File: config.mk
export PLATFORM = sky130hd
export DESIGN_NAME = norm_arbiter
export DESIGN_NICKNAME = d
export VERILOG_FILES = /design/src/rtl/norm_arbiter.sv
export SDC_FILE = /design/constraint.sdc
export NUM_CORES = 1
export LEC_CHECK = 0
export CAP_MARGIN = 15
export CORE_MARGIN = 2
export CORE_UTILIZATION = 45
export CTS_BUF_LIST = sky130_fd_sc_hd__clkbuf_8
export DETAILED_ROUTE_END_ITERATION = 8
export GPL_TIMING_DRIVEN = 0
export PLACE_DENSITY = 0.69
export SLEW_MARGIN = 10
export SYNTH_ARGS = -nofsm -noshare
export SYNTH_HDL_FRONTEND = slang
export SYNTH_SLANG_ARGS = --single-unit
File: constraint.sdc
create_clock -name clk -period 63.6 [get_ports clk]
set_input_delay 9.54 -clock clk [delete_from_list [all_inputs] [get_ports clk]]
set_output_delay 9.54 -clock clk [all_outputs]
set_load 0.03 [all_outputs]
File: src/rtl/norm_arbiter.sv
// Round-robin per-vector arbiter feeding a shared sum-of-squares / floor-sqrt datapath.
// Latency: result pulses 2 cycles after the LEN-th accepted sample; min vector period LEN+3.
// Backpressure: only the owner sees ready (until LEN accepts); the other channel waits for IDLE.
module norm_arbiter #(
    parameter int LEN = 4
) (
    input  logic       clk,
    input  logic       reset,
    input  logic       req0_valid,
    input  logic [7:0] req0_data,
    output logic       req0_ready,
    input  logic       req1_valid,
    input  logic [7:0] req1_data,
    output logic       req1_ready,
    output logic       res_valid,
    output logic       res_id,
    output logic [9:0] res_norm
);

    localparam logic [4:0] LEN_C = 5'(LEN);

    typedef enum logic [1:0] {
        IDLE,
        STREAM,
        DRAIN
    } state_t;

    state_t      state_q, state_d;
    logic        owner_q, owner_d;
    logic        last_q, last_d;
    logic [4:0]  count_q, count_d;
    logic        drain_q, drain_d;
    logic [7:0]  sample_q, sample_d;
    logic        sample_vld_q, sample_vld_d;
    logic [19:0] acc_q, acc_d;
    logic        res_valid_q, res_valid_d;
    logic        res_id_q, res_id_d;
    logic [9:0]  res_norm_q, res_norm_d;

    logic        own_vld;
    logic [7:0]  own_data;
    logic        own_rdy;
    logic [15:0] sq;
    logic [9:0]  root;

    // Bit-serial restoring floor square root: tries each root bit from MSB down.
    function automatic logic [9:0] floor_sqrt(input logic [19:0] v);
        logic [9:0]  r;
        logic [9:0]  t;
        logic [19:0] t2;
        r = '0;
        for (int i = 9; i >= 0; i--) begin
            t  = r | (10'd1 << i);
            t2 = {10'd0, t} * {10'd0, t};
            if (t2 <= v) begin
                r = t;
            end
        end
        return r;
    endfunction

    assign own_vld    = owner_q ? req1_valid : req0_valid;
    assign own_data   = owner_q ? req1_data : req0_data;
    assign own_rdy    = (state_q == STREAM) && (count_q < LEN_C);
    assign req0_ready = own_rdy && !owner_q;
    assign req1_ready = own_rdy && owner_q;
    assign sq         = {8'd0, sample_q} * {8'd0, sample_q};
    assign root       = floor_sqrt(acc_q);

    assign res_valid  = res_valid_q;
    assign res_id     = res_id_q;
    assign res_norm   = res_norm_q;

    // Next-state: arbitration, sample capture, square-accumulate and result launch.
    always_comb begin
        state_d      = state_q;
        owner_d      = owner_q;
        last_d       = last_q;
        count_d      = count_q;
        drain_d      = drain_q;
        sample_d     = sample_q;
        sample_vld_d = 1'b0;
        acc_d        = acc_q;
        res_valid_d  = 1'b0;
        res_id_d     = res_id_q;
        res_norm_d   = res_norm_q;

        if (sample_vld_q) begin
            acc_d = acc_q + {4'd0, sq};
        end

        case (state_q)
            IDLE: begin
                if (req0_valid || req1_valid) begin
                    // On a tie the channel not served last wins.
                    owner_d = (req0_valid && req1_valid) ? ~last_q : !req0_valid;
                    acc_d   = '0;
                    count_d = '0;
                    drain_d = 1'b0;
                    state_d = STREAM;
                end
            end
            STREAM: begin
                if (own_vld && own_rdy) begin
                    sample_d     = own_data;
                    sample_vld_d = 1'b1;
                    count_d      = count_q + 5'd1;
                    if (count_q == LEN_C - 5'd1) begin
                        drain_d = 1'b0;
                        state_d = DRAIN;
                    end
                end
            end
            DRAIN: begin
                // First cycle lets the last square land in acc; second publishes.
                if (drain_q) begin
                    res_valid_d = 1'b1;
                    res_id_d    = owner_q;
                    res_norm_d  = root;
                    last_d      = owner_q;
                    state_d     = IDLE;
                end else begin
                    drain_d = 1'b1;
                end
            end
            default: state_d = IDLE;
        endcase
    end

    // State register with asynchronous reset; a partial vector is simply dropped.
    always_ff @(posedge clk or posedge reset) begin
        if (reset) begin
            state_q      <= IDLE;
            owner_q      <= 1'b0;
            last_q       <= 1'b1;
            count_q      <= '0;
            drain_q      <= 1'b0;
            sample_q     <= '0;
            sample_vld_q <= 1'b0;
            acc_q        <= '0;
            res_valid_q  <= 1'b0;
            res_id_q     <= 1'b0;
            res_norm_q   <= '0;
        end else begin
            state_q      <= state_d;
            owner_q      <= owner_d;
            last_q       <= last_d;
            count_q      <= count_d;
            drain_q      <= drain_d;
            sample_q     <= sample_d;
            sample_vld_q <= sample_vld_d;
            acc_q        <= acc_d;
            res_valid_q  <= res_valid_d;
            res_id_q     <= res_id_d;
            res_norm_q   <= res_norm_d;
        end
    end

endmodule

==> qor.yml <==
floorplanning:
  core-area_mm2: 0.0303
  initial_core_util_pct: 45.4
  rows: 64
  ios: 34
  die_w_um: 179
  die_area_mm2: 0.0320
  die_h_um: 179
drt:
  via_per_inst: 5.53
  postRouteAntennaNets: 0
  post-route-drc-count: 0
  vias: 10800
  firstDrtPassIters: 5
  drt_wl_total_um: 33400
  drt_iter0_drc: 585
  routedWlPerCell_um: 17.2
logic_synthesis:
  syn_avg_cell_area_um2: 9.15
  synth-edff-count: 0
  synth_area_mm2: 0.0138
  syn_nets: 1987
  yosys_warnings: 0
  synth-seq-cells: 51
  async_reset_ff_share_pct: 100
  synthFlopType: "dfrtp_1"
  syn_inst: 1505
  yosysUniqueCellTypes: 82
  ys_seq_area_share_pct: 9.28
timing:
  relSlewSlack_pct: 25.2
  rsz0062_at_grt: "no"
  finalHoldViolations: 0
  min_period_ns: 44.09
  setup_viol: 0
  finalSetupTns_ns: 0
  whs_ns: 0.474
  fin_crit_sh_pct: 69.3
  worst_clock_skew_ns: 0.0103
  tightest_slew_ns: 1.12
  clock.fmax_mhz: 22.7
  slew_viol_final: 0
worst_hold_path:
  whs_path_depth: 2
  hp-class: "flop to flop"
clock_tree:
  cts-root-buf: "clkbuf_8"
  clk_path_buf_depth: 2
  cts.clk_slew.worst_paths_ns: 0.10
  cts_setup_buffers: 0
  numClockSinks: 51
  cts_hold_buf: 0
  cts_tree: "done"
  cts.repair.resized: 0
  cts-buffers-inserted: 5
  clk-insertion-delay-late_ns: 0.32
  cts-htree-levels: 2
worst_setup_path:
  cp_slowest_stage_delay_ns: 0.87
  crit_path_start_kind: "flop"
  r2r-start: "acc_q[18]"
  critPathTopFamily: "adder cells"
  end_kind: "flop"
  critPathLaunch: "acc_q[18]"
  path_max_fanout: 21
  slowest_stage: "a31oi_2"
  cp_common_cell: "ha_1"
  setup.worst_path.end: "res_norm[0]"
  reg2reg_to: "res_norm[0]"
  cp.required_ns: 63.84
  worst-path-buf-inv: 21
  reg2reg_depth: 157
  worstSetupPathType: "flop to flop"
  crit_cells: 157
  r2r_slack_ns: 19.51
  cp_data_arrival_time_ns: 44.33
global_route:
  grt_pass1_vias: 11000
  grt_pass1_wl_um: 56100
  antenna_found_initial: 1
  grtUsageTotal_pct: 22.2
  grt_overflow: 0
  grt_max_degree: 31
place:
  gp_congestion: 0.886
  io_buffers: 33
  placed_cells: 1937
  hpwl_um: 27800
  post_dp_cell_area_mm2: 0.0146
layout:
  areaGrowthSynthToFinish_pct: 7.01
  num-fill-cells: 2831
  nets: 2030
  drive_above_1_share_pct: 3.68
  finish.instance_area_mm2: 0.0147
  fin_cells: 1946
run:
  max-cap-violations: 0
outcome:
  outcome: "finished clean"
==> synth_stat cells (6+ instances only) <==
master,count,share of area (%)
ha_1,317,29
inv_1,217,5.9
fa_1,145,21
nor2_1,105,2.9
nand2_1,86,2.3
a21oi_1,75,2.7
xnor2_1,71,4.5
dfrtp_1,50,9.1
o21ai_0,44,1.6
a21o_1,43,2.3
and2_1,30,1.4
nand4_1,23,1.0
clkbuf_1,22,0.60
nor3_1,21,0.76
xor2_1,21,1.3
mux2i_1,20,1.5
nand2b_1,19,0.86
a211oi_1,13,0.71
nand3_1,13,0.47
nor2b_1,12,0.55
a31oi_1,10,0.45
o21a_1,9,0.49
a211o_1,8,0.51
o21bai_1,7,0.38
nor4_1,6,0.27
o21ai_1,6,0.22
==> cell type report <==
class	count	area (um^2)	area share, %
multi-input cells	1203	11500	78.2
flip-flops and latches	51	1280	8.67
inverters	220	828	5.62
well taps	396	495	3.36
repair buffers	36	380	2.58
plain buffers	31	138	0.934
clock buffers	5	68.8	0.467
clock inverters	3	16.3	0.110
diodes	1	2.50	0.0170
==> layer usage <==
metal  track usage (%)  vias up  wire (um)
li1                  -     5239          -
met1              30.1     5255      15100
met2              38.3      214      16200
met3              1.74       51       1250
met4              5.52        2        908
met5                 0        -         13
==> cells by family (layout without fill, tap and decap cells) <==
| kind of cell | after synthesis | after routing | share of synthesized area [%] |
|---|---|---|---|
| AOI/OAI and AO/OA | 276 | 276 | 13.6 |
| xor gates and xnor gates | 93 | 93 | 5.97 |
| adders and majority gates | 462 | 462 | 49.9 |
| buffers and inverters | 251 | 295 | 7.01 |
| DFF | 51 | 51 | 9.28 |
| muxes | 25 | 25 | 1.86 |
| other | 0 | 1 | 0 |
| and+or+nand+nor | 347 | 347 | 12.4 |
==> worst min-delay path: stages, from the launching register on <==
cell	delay [ns]
dfstp_2	0.38
nand2_1	0.05
nand2_1	0.05
==> how the worst min path moves through the flow <==
stage	slack, ns	to	startpoint
final	0.47	last_q	last_q
after global routing	0.50	last_q	last_q
after CTS	0.47	last_q	last_q
after detailed placement	0.46	last_q	last_q
after global placement	0.45	last_q	last_q
after floorplan	0.44	last_q	last_q
==> layout by cell type, fill, tap and decap left out, drive strengths merged, types with 5 or more instances in the layout <==
cell type      instances
a2111oi                5
a211o                  8
a211oi                16
a21o                  46
a21oi                 77
a31oi                 11
and2                  32
buf                   11
clkbuf                28
clkdlybuf4s50         33
dfrtp                 50
fa                   145
ha                   317
inv                  221
mux2                   5
mux2i                 20
nand2                 86
nand2b                19
nand3                 13
nand4                 23
nor2                 106
nor2b                 12
nor3                  23
nor4                   7
o21a                  10
o21ai                 51
o21bai                 7
xnor2                 72
xor2                  21
==> stage by stage <==
step | setup WS [ns] | utilization (%)
2_1_floorplan | 27.23 | -
3_3_place_gp | 18.30 | 48.1
3_5_place_dp | 19.47 | 48.3
4_1_cts | 19.26 | 48.5
5_1_grt | 17.30 | 48.5
6_report | 19.51 | 48.6
==> sequential cells by signal, summed over array words and instances (netlist names), 2 cells and up <==
| name | count |
|---|---|
| acc_q | 20 |
| res_norm | 10 |
| sample_q | 8 |
| count_q | 5 |
| state_q | 2 |
Power is not shown: default switching activity piles up to over one toggle a cycle in this logic, so the estimate is an artifact.
